<file path="src/rtl/ssd1306_spi_tx.sv">
// ssd1306_spi_tx: write-only SPI mode-0 master for an external SSD1306 panel.
// Runs the panel reset sequence (RES# pulse, then settle time), then serialises
// command/data bytes offered over valid/ready, MSB first. CS is held low across
// back-to-back bytes and released after a short idle timeout.
module ssd1306_spi_tx #(
  parameter int CLK_DIV          = 2,
  parameter int RST_PULSE_CYCLES = 160,
  parameter int RST_WAIT_CYCLES  = 1600,
  parameter int CS_IDLE_CYCLES   = 16
) (
  input  logic       clk_i,
  input  logic       rst_i,
  input  logic       rst_req_i,
  input  logic [7:0] data_i,
  input  logic       dc_i,
  input  logic       valid_i,
  output logic       ready_o,
  output logic       busy_o,
  output logic       ss_o,
  output logic       scl_o,
  output logic       mosi_o,
  output logic       dc_o,
  output logic       oled_rst_o
);

  // Counter width covers the largest programmable interval.
  localparam int MAX_AB = (RST_PULSE_CYCLES > RST_WAIT_CYCLES) ? RST_PULSE_CYCLES : RST_WAIT_CYCLES;
  localparam int MAX_CD = (CS_IDLE_CYCLES > CLK_DIV) ? CS_IDLE_CYCLES : CLK_DIV;
  localparam int MAX_P  = (MAX_AB > MAX_CD) ? MAX_AB : MAX_CD;
  localparam int CNT_W  = $clog2(MAX_P) + 1;

  // Terminal values: an interval of K cycles ends on the cycle the counter holds K-1.
  localparam logic [CNT_W-1:0] PULSE_LAST = CNT_W'(RST_PULSE_CYCLES - 1);
  localparam logic [CNT_W-1:0] WAIT_LAST  = CNT_W'(RST_WAIT_CYCLES - 1);
  localparam logic [CNT_W-1:0] IDLE_LAST  = CNT_W'(CS_IDLE_CYCLES - 1);
  localparam logic [CNT_W-1:0] DIV_LAST   = CNT_W'(CLK_DIV - 1);

  typedef enum logic [2:0] {
    ST_RST_PULSE = 3'd0,
    ST_RST_WAIT  = 3'd1,
    ST_IDLE      = 3'd2,
    ST_SHIFT     = 3'd3,
    ST_HOLD      = 3'd4
  } state_t;

  state_t           state_reg, state_next;
  logic [CNT_W-1:0] cnt_reg, cnt_next;     // reset pulse / reset wait / CS idle timer
  logic [CNT_W-1:0] div_reg, div_next;     // SCK half-period timer
  logic [2:0]       bit_reg, bit_next;     // bit index within the current byte
  logic [7:0]       sr_reg, sr_next;       // outgoing byte, MSB at [7]
  logic             ss_reg, ss_next;
  logic             scl_reg, scl_next;
  logic             mosi_reg, mosi_next;
  logic             dc_reg, dc_next;
  logic             ready_reg, ready_next;
  logic             oled_rst_reg, oled_rst_next;
  logic             accept;
  logic             do_load;

  // Saturating increment so a counter can never wrap back into range.
  function automatic logic [CNT_W-1:0] sat_inc(input logic [CNT_W-1:0] v);
    return (v == {CNT_W{1'b1}}) ? v : v + CNT_W'(1);
  endfunction

  assign accept = valid_i & ready_reg;

  // State and output registers; asynchronous reset returns to the reset-pulse state.
  always_ff @(posedge clk_i or negedge rst_i) begin
    if (!rst_i) begin
      state_reg    <= ST_RST_PULSE;
      cnt_reg      <= '0;
      div_reg      <= '0;
      bit_reg      <= '0;
      sr_reg       <= '0;
      ss_reg       <= 1'b1;
      scl_reg      <= 1'b0;
      mosi_reg     <= 1'b0;
      dc_reg       <= 1'b0;
      ready_reg    <= 1'b0;
      oled_rst_reg <= 1'b0;
    end else begin
      state_reg    <= state_next;
      cnt_reg      <= cnt_next;
      div_reg      <= div_next;
      bit_reg      <= bit_next;
      sr_reg       <= sr_next;
      ss_reg       <= ss_next;
      scl_reg      <= scl_next;
      mosi_reg     <= mosi_next;
      dc_reg       <= dc_next;
      ready_reg    <= ready_next;
      oled_rst_reg <= oled_rst_next;
    end
  end

  // Next-state and registered-output logic; rst_req_i overrides everything last.
  always_comb begin
    state_next    = state_reg;
    cnt_next      = cnt_reg;
    div_next      = div_reg;
    bit_next      = bit_reg;
    sr_next       = sr_reg;
    ss_next       = ss_reg;
    scl_next      = scl_reg;
    mosi_next     = mosi_reg;
    dc_next       = dc_reg;
    ready_next    = ready_reg;
    oled_rst_next = oled_rst_reg;
    do_load       = 1'b0;

    case (state_reg)
      ST_RST_PULSE: begin
        oled_rst_next = 1'b0;
        ss_next       = 1'b1;
        ready_next    = 1'b0;
        if (cnt_reg >= PULSE_LAST) begin
          state_next    = ST_RST_WAIT;
          cnt_next      = '0;
          oled_rst_next = 1'b1;
        end else begin
          cnt_next = sat_inc(cnt_reg);
        end
      end

      ST_RST_WAIT: begin
        if (cnt_reg >= WAIT_LAST) begin
          state_next = ST_IDLE;
          cnt_next   = '0;
          ready_next = 1'b1;
        end else begin
          cnt_next = sat_inc(cnt_reg);
        end
      end

      ST_IDLE: begin
        if (accept) begin
          do_load = 1'b1;
        end
      end

      ST_SHIFT: begin
        if (div_reg >= DIV_LAST) begin
          div_next = '0;
          if (!scl_reg) begin
            // Rising edge: panel samples the bit already on mosi.
            scl_next = 1'b1;
          end else begin
            // Falling edge: either advance to the next bit or finish the byte.
            scl_next = 1'b0;
            if (bit_reg == 3'd7) begin
              bit_next   = 3'd0;
              state_next = ST_HOLD;
              ready_next = 1'b1;
              cnt_next   = '0;
            end else begin
              bit_next  = bit_reg + 3'd1;
              sr_next   = {sr_reg[6:0], 1'b0};
              mosi_next = sr_reg[6];
            end
          end
        end else begin
          div_next = sat_inc(div_reg);
        end
      end

      ST_HOLD: begin
        // A byte arriving on the timeout cycle still wins, keeping CS low.
        if (accept) begin
          do_load = 1'b1;
        end else if (cnt_reg >= IDLE_LAST) begin
          ss_next    = 1'b1;
          state_next = ST_IDLE;
          cnt_next   = '0;
        end else begin
          cnt_next = sat_inc(cnt_reg);
        end
      end

      default: begin
        state_next = ST_RST_PULSE;
        cnt_next   = '0;
      end
    endcase

    // Byte load: latch data/dc, drive first bit, start the low half of bit 7.
    if (do_load) begin
      sr_next    = data_i;
      dc_next    = dc_i;
      mosi_next  = data_i[7];
      ss_next    = 1'b0;
      scl_next   = 1'b0;
      ready_next = 1'b0;
      div_next   = '0;
      bit_next   = '0;
      cnt_next   = '0;
      state_next = ST_SHIFT;
    end

    // Reset request drops any byte in flight and reruns the panel reset.
    if (rst_req_i) begin
      state_next    = ST_RST_PULSE;
      ss_next       = 1'b1;
      scl_next      = 1'b0;
      mosi_next     = 1'b0;
      ready_next    = 1'b0;
      oled_rst_next = 1'b0;
      cnt_next      = '0;
      div_next      = '0;
      bit_next      = '0;
    end
  end

  assign ready_o    = ready_reg;
  assign busy_o     = (state_reg != ST_IDLE);
  assign ss_o       = ss_reg;
  assign scl_o      = scl_reg;
  assign mosi_o     = mosi_reg;
  assign dc_o       = dc_reg;
  assign oled_rst_o = oled_rst_reg;

endmodule

</file>
<file path="config.mk">
export PLATFORM = sky130hd
export DESIGN_NAME = ssd1306_spi_tx
export DESIGN_NICKNAME = d
export VERILOG_FILES = /design/src/rtl/ssd1306_spi_tx.sv
export SDC_FILE = /design/constraint.sdc
export NUM_CORES = 1
export LEC_CHECK = 0
export CORE_UTILIZATION = 29
export DETAILED_ROUTE_END_ITERATION = 10
export REMOVE_ABC_BUFFERS = 1
export SYNTH_ARGS = -nofsm -noshare
export SYNTH_HDL_FRONTEND = slang
export SYNTH_SLANG_ARGS = --single-unit
</file>
<file path="constraint.sdc">
create_clock -name clk_i -period 6 [get_ports clk_i]
set_clock_uncertainty 0.15 [all_clocks]
set_input_delay 1.2 -clock clk_i [delete_from_list [all_inputs] [get_ports clk_i]]
set_output_delay 1.2 -clock clk_i [all_outputs]
set_load 0.02 [all_outputs]
</file>
# Word-level counts from Yosys, hierarchy flattened
# Index checks and enable logic that the tools add are counted.
[totals] out_inout_bits=7 reg_bits=43 elab_cells=123 inputBits=13
[op_classes] order_cmp=4 bitwise_logic=1 n_reduce_logical=20 eq_ne=19 n_addsub=3 muxes=65
[op_table] cell="two-way mux 12 bit" count=15
[op_table] cell="one-hot mux 12 bit (5 select lines)" count=1
[op_table] cell="two-way mux 3 bit" count=15
[op_table] cell="two-way mux 7 bit" count=5
[op_table] cell="!= test 4 bit (second input constant)" count=8
[op_table] cell="two-way mux 1 bit" count=26
[op_table] cell="adder 12 x 1 -> 12 bit (second input constant)" count=2
[op_table] cell="equality test 12 bit (second input constant)" count=2
[op_table] cell="one-hot mux 3 bit (5 select lines)" count=1
[op_table] cell="greater-or-equal comparator 12 x 1 -> 1 bit (second input constant)" count=1
[op_table] cell="greater-or-equal comparator 12 x 11 -> 1 bit (second input constant)" count=1
[op_table] cell="greater-or-equal comparator 12 x 4 -> 1 bit (second input constant)" count=1
[op_table] cell="greater-or-equal comparator 12 x 8 -> 1 bit (second input constant)" count=1
[op_table] cell="AND reduction 5 bit" count=2
[op_table] cell="nonzero test 3 bit" count=3
[op_table] cell="AND reduction 4 bit" count=2
[op_table] cell="AND reduction 8 bit" count=1
[op_table] cell="nonzero test 2 bit" count=4
[op_table] cell="equality test 3 x 2 -> 1 bit (second input constant)" count=2
[op_table] cell="equality test 3 bit (second input constant)" count=2
[op_table] cell="!= test 3 bit (second input constant)" count=2
[op_table] cell="AND reduction 3 bit" count=2
[op_table] cell="nonzero test 5 bit" count=1
[op_table] cell="AND reduction 2 bit" count=2
[op_table] cell="10 further kinds" count=10

# Depth between registers and ports, before layout
# Gate-level depths: netlist (run 1).
[depth] word_depth=7 mapped_depth=8 mapped_depth_nobuf=8

# Worst setup path after synthesis (run 1)
# No wires, ideal clock.
[synth_timing] path_kind="input to register" start="input rst_req_i" end="register ready_reg, in the netlist ready_o" setup_time_ns=0.128 path_slack_ns=3.365 path_stages=7 required_time_ns=5.722 path_buffers=2 arrival_time_ns=2.358 cell_sequence="clkbuf_1 > inv_1 > nand3_1 > a31oi_1 > buf_2 > a21oi_1 > mux2_1"
[synth_between] elab_chain_cells=2 elab_cells_between_ends=7 cone_classes="eq/ne (4); mux (1); reduce/logical (2)"
[synth_rtl] item="from (decl)" line_no="13" rtl="input logic rst_req_i,"
[synth_rtl] item="!= test 4 bit (no line) or nonzero test 5 bit (tied branches)"
[synth_rtl] item="AND reduction 5 bit (no line)"
[synth_rtl] item="to (signal assigned)" line_no="91" rtl="ready_reg <= ready_next;"
[synth_rtl] item="to (decl)" line_no="55" rtl="logic ready_reg, ready_next;"
# Several ways; a longest one is shown, not always the timed one.
# A chain may end at the register's enable or synchronous reset.

# Final worst setup path (run 1)
[layout_timing] start="input rst_req_i" end="register cnt_reg[10]"
[layout_between] elab_chain_cells=2 elab_cells_between_ends=7 cone_classes="eq/ne (5); mux (1); reduce/logical (1)"
[layout_rtl] item="!= test 4 bit (no line) or != test 3 bit (tied branches)"
[layout_rtl] item="AND reduction 5 bit (no line)"
[layout_rtl] item="to (signal assigned)" line_no="83" rtl="cnt_reg <= cnt_next;"
[layout_rtl] item="to (decl)" line_no="47" rtl="logic [CNT_W-1:0] cnt_reg, cnt_next;"
# Several ways; a longest one is shown, not always the timed one.

==> flow_summary.ini, run 1 <==
[clocking]
clock_sinks = 43
cts-hold-fix-buffers = 0
post_cts_resized = 0
cts_htree_levels = 2
cts_root_buf = sky130_fd_sc_hd__clkbuf_8
setup_buffers_after_cts = 0
worst_skew_pair.late_latency_ps = 300
clk_transition_reported_paths_ps = 80
cts-buffers-inserted = 5
cts-root-to-sink-buffers = 2
cts_tree = yes

[worst_setup_path]
worst-endpoint-arrival_ps = 3550
path_buf_inv = 2
path_cells = clkdlybuf4s50_1 > inv_1 > nand3_1 > a31oi_1 > nor2_1 > a41oi_1 > a21oi_1
cpLargestDelayFamily = compound AO/OA/AOI/OAI gates
cp_launch_type = input port
worstPathMaxFanout = 12
cp_slowest_cell = sky130_fd_sc_hd__a31oi_1
cp-end-kind = register
critical_path_required_ps = 6040
timing_worst_setup_path_type = input port to register
timing.critical_path.slowest_cell_delay_ps = 810

[routing]
route.antenna.remaining_nets = 0
firstDrtPassIters = 4
drt_wl_total_um = 5000
detailroute.via_count = 1924
post_drt_wl_per_cell_um = 13.7
detail_route.iter0.violations = 93
vias_per_cell = 5.29
post-route-drc-count = 0

[place]
buffer_ports.inserted = 19
placed_cells = 356
place_ws_ps = 2180
dp.final_hpwl_um = 3570
place.gp.congestion = 0.787
placement.cell_area_um2 = 2610

[sta]
fmax_ghz = 0.285
timing.final.max_slew_violations = 0
finalCritPeriodShare_pct = 58.5
final-setup-viol-count = 0
timing.max_slew.rel_slack_pct = 27.5
final.setup.worst_slack_ps = 2490
period_needed_ps = 3510
grt_setup_unrepaired = no
timing_hold_violations_final = 0
setup-tns-final_ps = 0
transition_time_of_the_tightest_slew_check_pin_ps = 1080

[layout]
area_growth_syn_to_layout_pct = 16.6
mostFrequentLayoutCells = sky130_fd_sc_hd__dfrtp_1, sky130_fd_sc_hd__nor2_1, sky130_fd_sc_hd__nand2_1
finalInstanceArea_um2 = 2720
layout_cells_sized_above_1_pct = 8.78
antennaDiodeCount = 0
filler_cell_count = 811
layout_commonest_cell = sky130_fd_sc_hd__dfrtp_1
final_cells = 364
final_nets = 280

[min_path]
worst_hold_path_type = register to register

[logic_synthesis]
ys_dominant_reg_cell = sky130_fd_sc_hd__dfrtp_1
yosysWarningCount = 0
seq_area_frac_synth_pct = 46.1
async_reset_ff_share_pct = 100
synthesis.area_um2 = 2330
synth_seq_cells = 43
post_synth.cell_area_avg_um2 = 9.61
ys_types = 58
synth_edf_count = 0
post_synth_inst_count = 243

[die]
die_w_um = 91.7
dieHeight_um = 91.7
floorplan.initialDensity_pct = 30.1
fp-row-count = 32
top_level_ports = 20
fp.dieArea_um2 = 8410
placeableCoreArea_um2 = 7770

[run]
cap_violations = 0

[power]
power_per_cell_area_nw_per_um2 = 294
vdd_ir_drop_max_mv = 0.111
cellLeakagePower_nw = 1.10

[grt]
grt_antenna_before_repair = 0
number_of_global_route_vias_before_repair = 1781
track_usage_pct = 13.0
grt_start_max_net_pins = 44
global_route_congestion_overflow_total = 0
grt_first_pass_wirelength_um = 8780

[run_status]
outcome = finished, final reports clean
==> worst reg2reg max path, cell delays in order (launching register included) <==
cell,delay (ps)
sky130_fd_sc_hd__dfrtp_1,450
sky130_fd_sc_hd__inv_1,110
sky130_fd_sc_hd__ha_1,140
sky130_fd_sc_hd__nor4b_1,260
sky130_fd_sc_hd__nand3_1,230
sky130_fd_sc_hd__a31oi_1,860
sky130_fd_sc_hd__nor2_1,290
sky130_fd_sc_hd__a41oi_1,280
sky130_fd_sc_hd__a21oi_1,50
==> report_power, final <==
group          leakage, nW  switching, mW  total (mW)  internal (mW)
clock               0.0612         0.0966       0.231          0.135
sequential           0.567         0.0381       0.366          0.328
combinational        0.476          0.112       0.203         0.0912
total                 1.10          0.247       0.800          0.553
==> final timing paths <==
check	from	endpoint	slack, ps	depth (start not counted)
setup / recovery	rst_req_i	cnt_reg[10]	2490	7
max in group asynchronous	rst_i	ready_o	4220	1
hold reg to reg	dc_o	dc_o	360	1
hold / removal	dc_o	dc_o	360	1
setup reg to reg	div_reg[0]	cnt_reg[10]	3060	8
min in group asynchronous	rst_i	div_reg[2]	900	1
==> metrics by stage <==
stage / power [mW] / hold slack, ps / utilization, %
after floorplan: 0.508 / 320 / -
after global placement: 0.572 / 347 / 33.5
after detailed placement: 0.575 / 349 / 33.5
after CTS: 0.809 / 370 / 35.1
after global routing: 0.854 / 387 / 35.1
final: 0.800 / 364 / 35.1
==> kinds of logic after synthesis <==
| family | share of synthesized area (%) |
|---|---|
| adders and majority gates | 3.22 |
| and+or+nand+nor | 22.9 |
| muxes | 5.25 |
| buffers and inverters | 3.11 |
| xor gates and xnor gates | 1.50 |
| AOI/OAI and AO/OA | 17.9 |
| DFF | 46.1 |
==> cells in the mapped netlist (all sizes together), types with 3 or more instances <==
| master | number | area [µm²] |
|---|---|---|
| clkbuf | 3 | 11.3 |
| nor2 | 29 | 116 |
| nor4 | 3 | 18.8 |
| buf | 5 | 31.3 |
| nand2 | 28 | 108 |
| nand3 | 11 | 55.1 |
| ha | 6 | 75.1 |
| a21oi | 14 | 81.3 |
| nor3 | 7 | 40.0 |
| o21ai | 12 | 60.1 |
| nand4 | 4 | 25.0 |
| and4 | 5 | 43.8 |
| inv | 8 | 30.0 |
| a31oi | 7 | 43.8 |
| and3 | 4 | 30.0 |
| xnor2 | 3 | 26.3 |
| dfrtp | 42 | 1050 |
| o311ai | 3 | 26.3 |
| mux2i | 10 | 100 |
| a41oi | 3 | 26.3 |
==> layer usage <==
metal / up-vias / global-route usage [%] / share of wire, %
met5: - / 0 / 0
met4: 0 / 3.91 / 1.3
met3: 6 / 3.40 / 3.6
met2: 34 / 20.1 / 46
met1: 945 / 17.9 / 49
li1: 939 / - / -
==> layout make-up <==
| class | instances | area (µm²) | area share [%] |
|---|---|---|---|
| clock buffers | 6 | 82.6 | 3.03 |
| repair buffers | 19 | 185 | 6.80 |
| clock inverters | 2 | 35.0 | 1.29 |
| well taps | 102 | 128 | 4.69 |
| flip-flops and latches | 43 | 1080 | 39.6 |
| multi-input cells | 184 | 1180 | 43.5 |
| inverters | 8 | 30.0 | 1.10 |
(Power assumes the default switching activity.)
==> run 2: changes to the inputs <==
- clock period: 6 -> 2.85 ns (I/O delays scaled with it)
==> run 2 against run 1 <==
Against the previous run:
- sequential power grew 110%
- sequential share of layout area increased by 0.15 points
- non-clock buffer count increased by 3
- via count decreased by 1.8%
- total power increased by 97%
- highest routed layer unchanged
==> flow_summary.ini, run 2 (synthesized netlist as in run 1, its figures left out) <==
[routing]
detail_route.iter0.violations = 121
detailroute.via_count = 1889
post-route-drc-count = 0
post_drt_wl_per_cell_um = 13.7
firstDrtPassIters = 4
drt_wl_total_um = 5020
route.antenna.remaining_nets = 0
vias_per_cell = 5.15

[grt]
track_usage_pct = 12.9
global_route_congestion_overflow_total = 0
grt_start_max_net_pins = 44
number_of_global_route_vias_before_repair = 1827
grt_antenna_before_repair = 0
grt_first_pass_wirelength_um = 8700

[run]
cap_violations = 0

[sta]
finalCritPeriodShare_pct = 91.5
timing_hold_violations_final = 0
transition_time_of_the_tightest_slew_check_pin_ps = 932
timing.final.max_slew_violations = 0
timing.max_slew.rel_slack_pct = 37.9
grt_setup_unrepaired = no
fmax_ghz = 0.384
period_needed_ps = 2610
final-setup-viol-count = 0
setup-tns-final_ps = 0

[worst_setup_path]
path_cells = or3b_1 > clkdlybuf4s50_1
worstPathMaxFanout = 11
worst-endpoint-arrival_ps = 1890
timing.reg2reg.worst_path_depth = 7
timing.critical_path.slowest_cell_delay_ps = 570
critical_path_required_ps = 2130
timing_worst_setup_path_type = register to output port
cp_launch_type = register
cp_slowest_cell = sky130_fd_sc_hd__clkdlybuf4s50_1
cp-end-kind = output port

[power]
power_per_cell_area_nw_per_um2 = 582
vdd_ir_drop_max_mv = 0.184
cellLeakagePower_nw = 1.10

[die]
floorplan.initialDensity_pct = 30.1
fp-row-count = 32
dieHeight_um = 91.7
fp.dieArea_um2 = 8410
placeableCoreArea_um2 = 7770
die_w_um = 91.7
top_level_ports = 20

[place]
dp.final_hpwl_um = 3560
buffer_ports.inserted = 19
place.gp.congestion = 0.861
placed_cells = 359

[clocking]
cts_root_buf = sky130_fd_sc_hd__clkbuf_8
cts-hold-fix-buffers = 0
cts-root-to-sink-buffers = 2
setup_buffers_after_cts = 0
cts_htree_levels = 2
post_cts_resized = 0
cts_tree = yes
worst_skew_pair.late_latency_ps = 290
clk_transition_reported_paths_ps = 80
cts-buffers-inserted = 5
clock_sinks = 43

[layout]
mostFrequentLayoutCells = sky130_fd_sc_hd__dfrtp_1, sky130_fd_sc_hd__nor2_1, sky130_fd_sc_hd__nand2_1
layout_cells_sized_above_1_pct = 9.43
final_cells = 367
final_nets = 283
antennaDiodeCount = 0
layout_commonest_cell = sky130_fd_sc_hd__dfrtp_1
filler_cell_count = 822
area_growth_syn_to_layout_pct = 16.2

[run_status]
outcome = finished, final reports clean

[min_path]
worst_hold_path_type = input port to asynchronous set/reset pin
-- run 2: cell types whose count changed in the layout (fill, tap and decap cells not counted) --
cell and change:
sky130_fd_sc_hd__bufinv_16 -1, sky130_fd_sc_hd__clkinvlp_4 +1, sky130_fd_sc_hd__buf_4 +3, sky130_fd_sc_hd__clkbuf_8 -1, sky130_fd_sc_hd__clkbuf_1 +1
-- run 2: metal layers --
metal	GRT usage [%]	up-vias	wire [µm]
met5	0	-	0
met4	3.91	0	44
met3	3.32	4	162
met2	21.2	30	2380
met1	16.7	911	2430
li1	-	944	-
-- run 2: worst max-delay path, delay by kind of cell (launching register included) --
kind / cells / cell delay (ps)
buffers and inverters: 1 / 570
flip-flops: 1 / 530
AND/OR/NAND/NOR: 1 / 500
-- run 2: path summary, 6_finish.rpt --
path	start	to	slack, ps
worst max-delay path	state_reg[0]	busy_o	240
worst min-delay path	rst_i	div_reg[5]	260
worst max register to register	cnt_reg[0]	cnt_reg[2]	420
worst min register to register	dc_o	dc_o	360
max in group asynchronous	rst_i	oled_rst_o	1710
min in group clk_i	dc_o	dc_o	360
-- run 2: area by class of cell --
type	count	area [µm²]	share of cell area, %
clock buffer	6	72.6	2.68
clock inverter	2	12.5	0.461
inverter	8	30.0	1.11
multi-input combinational	184	1180	43.7
sequential	43	1080	39.7
tap	102	128	4.70
timing repair buffer	22	208	7.66
-- run 2: power breakdown --
group | leakage, nW | internal [mW] | switching (mW)
combinational | 0.491 | 0.193 | 0.239
clock | 0.0412 | 0.171 | 0.205
sequential | 0.567 | 0.690 | 0.0827
total | 1.10 | 1.05 | 0.526
-- run 2: metrics by stage --
step / hold WS [ps] / worst slack, ps / power (mW) / util [%] / area, µm²
2_1_floorplan: 124 / 505 / 1.07 / - / 2290
3_3_place_gp: 352 / 324 / 1.21 / 33.8 / 2630
3_5_place_dp: 350 / 286 / 1.22 / 33.8 / 2630
4_1_cts: 304 / 224 / 1.60 / 34.9 / 2710
5_1_grt: 338 / 160 / 1.69 / 34.9 / 2710
6_report: 260 / 243 / 1.58 / 34.9 / 2710
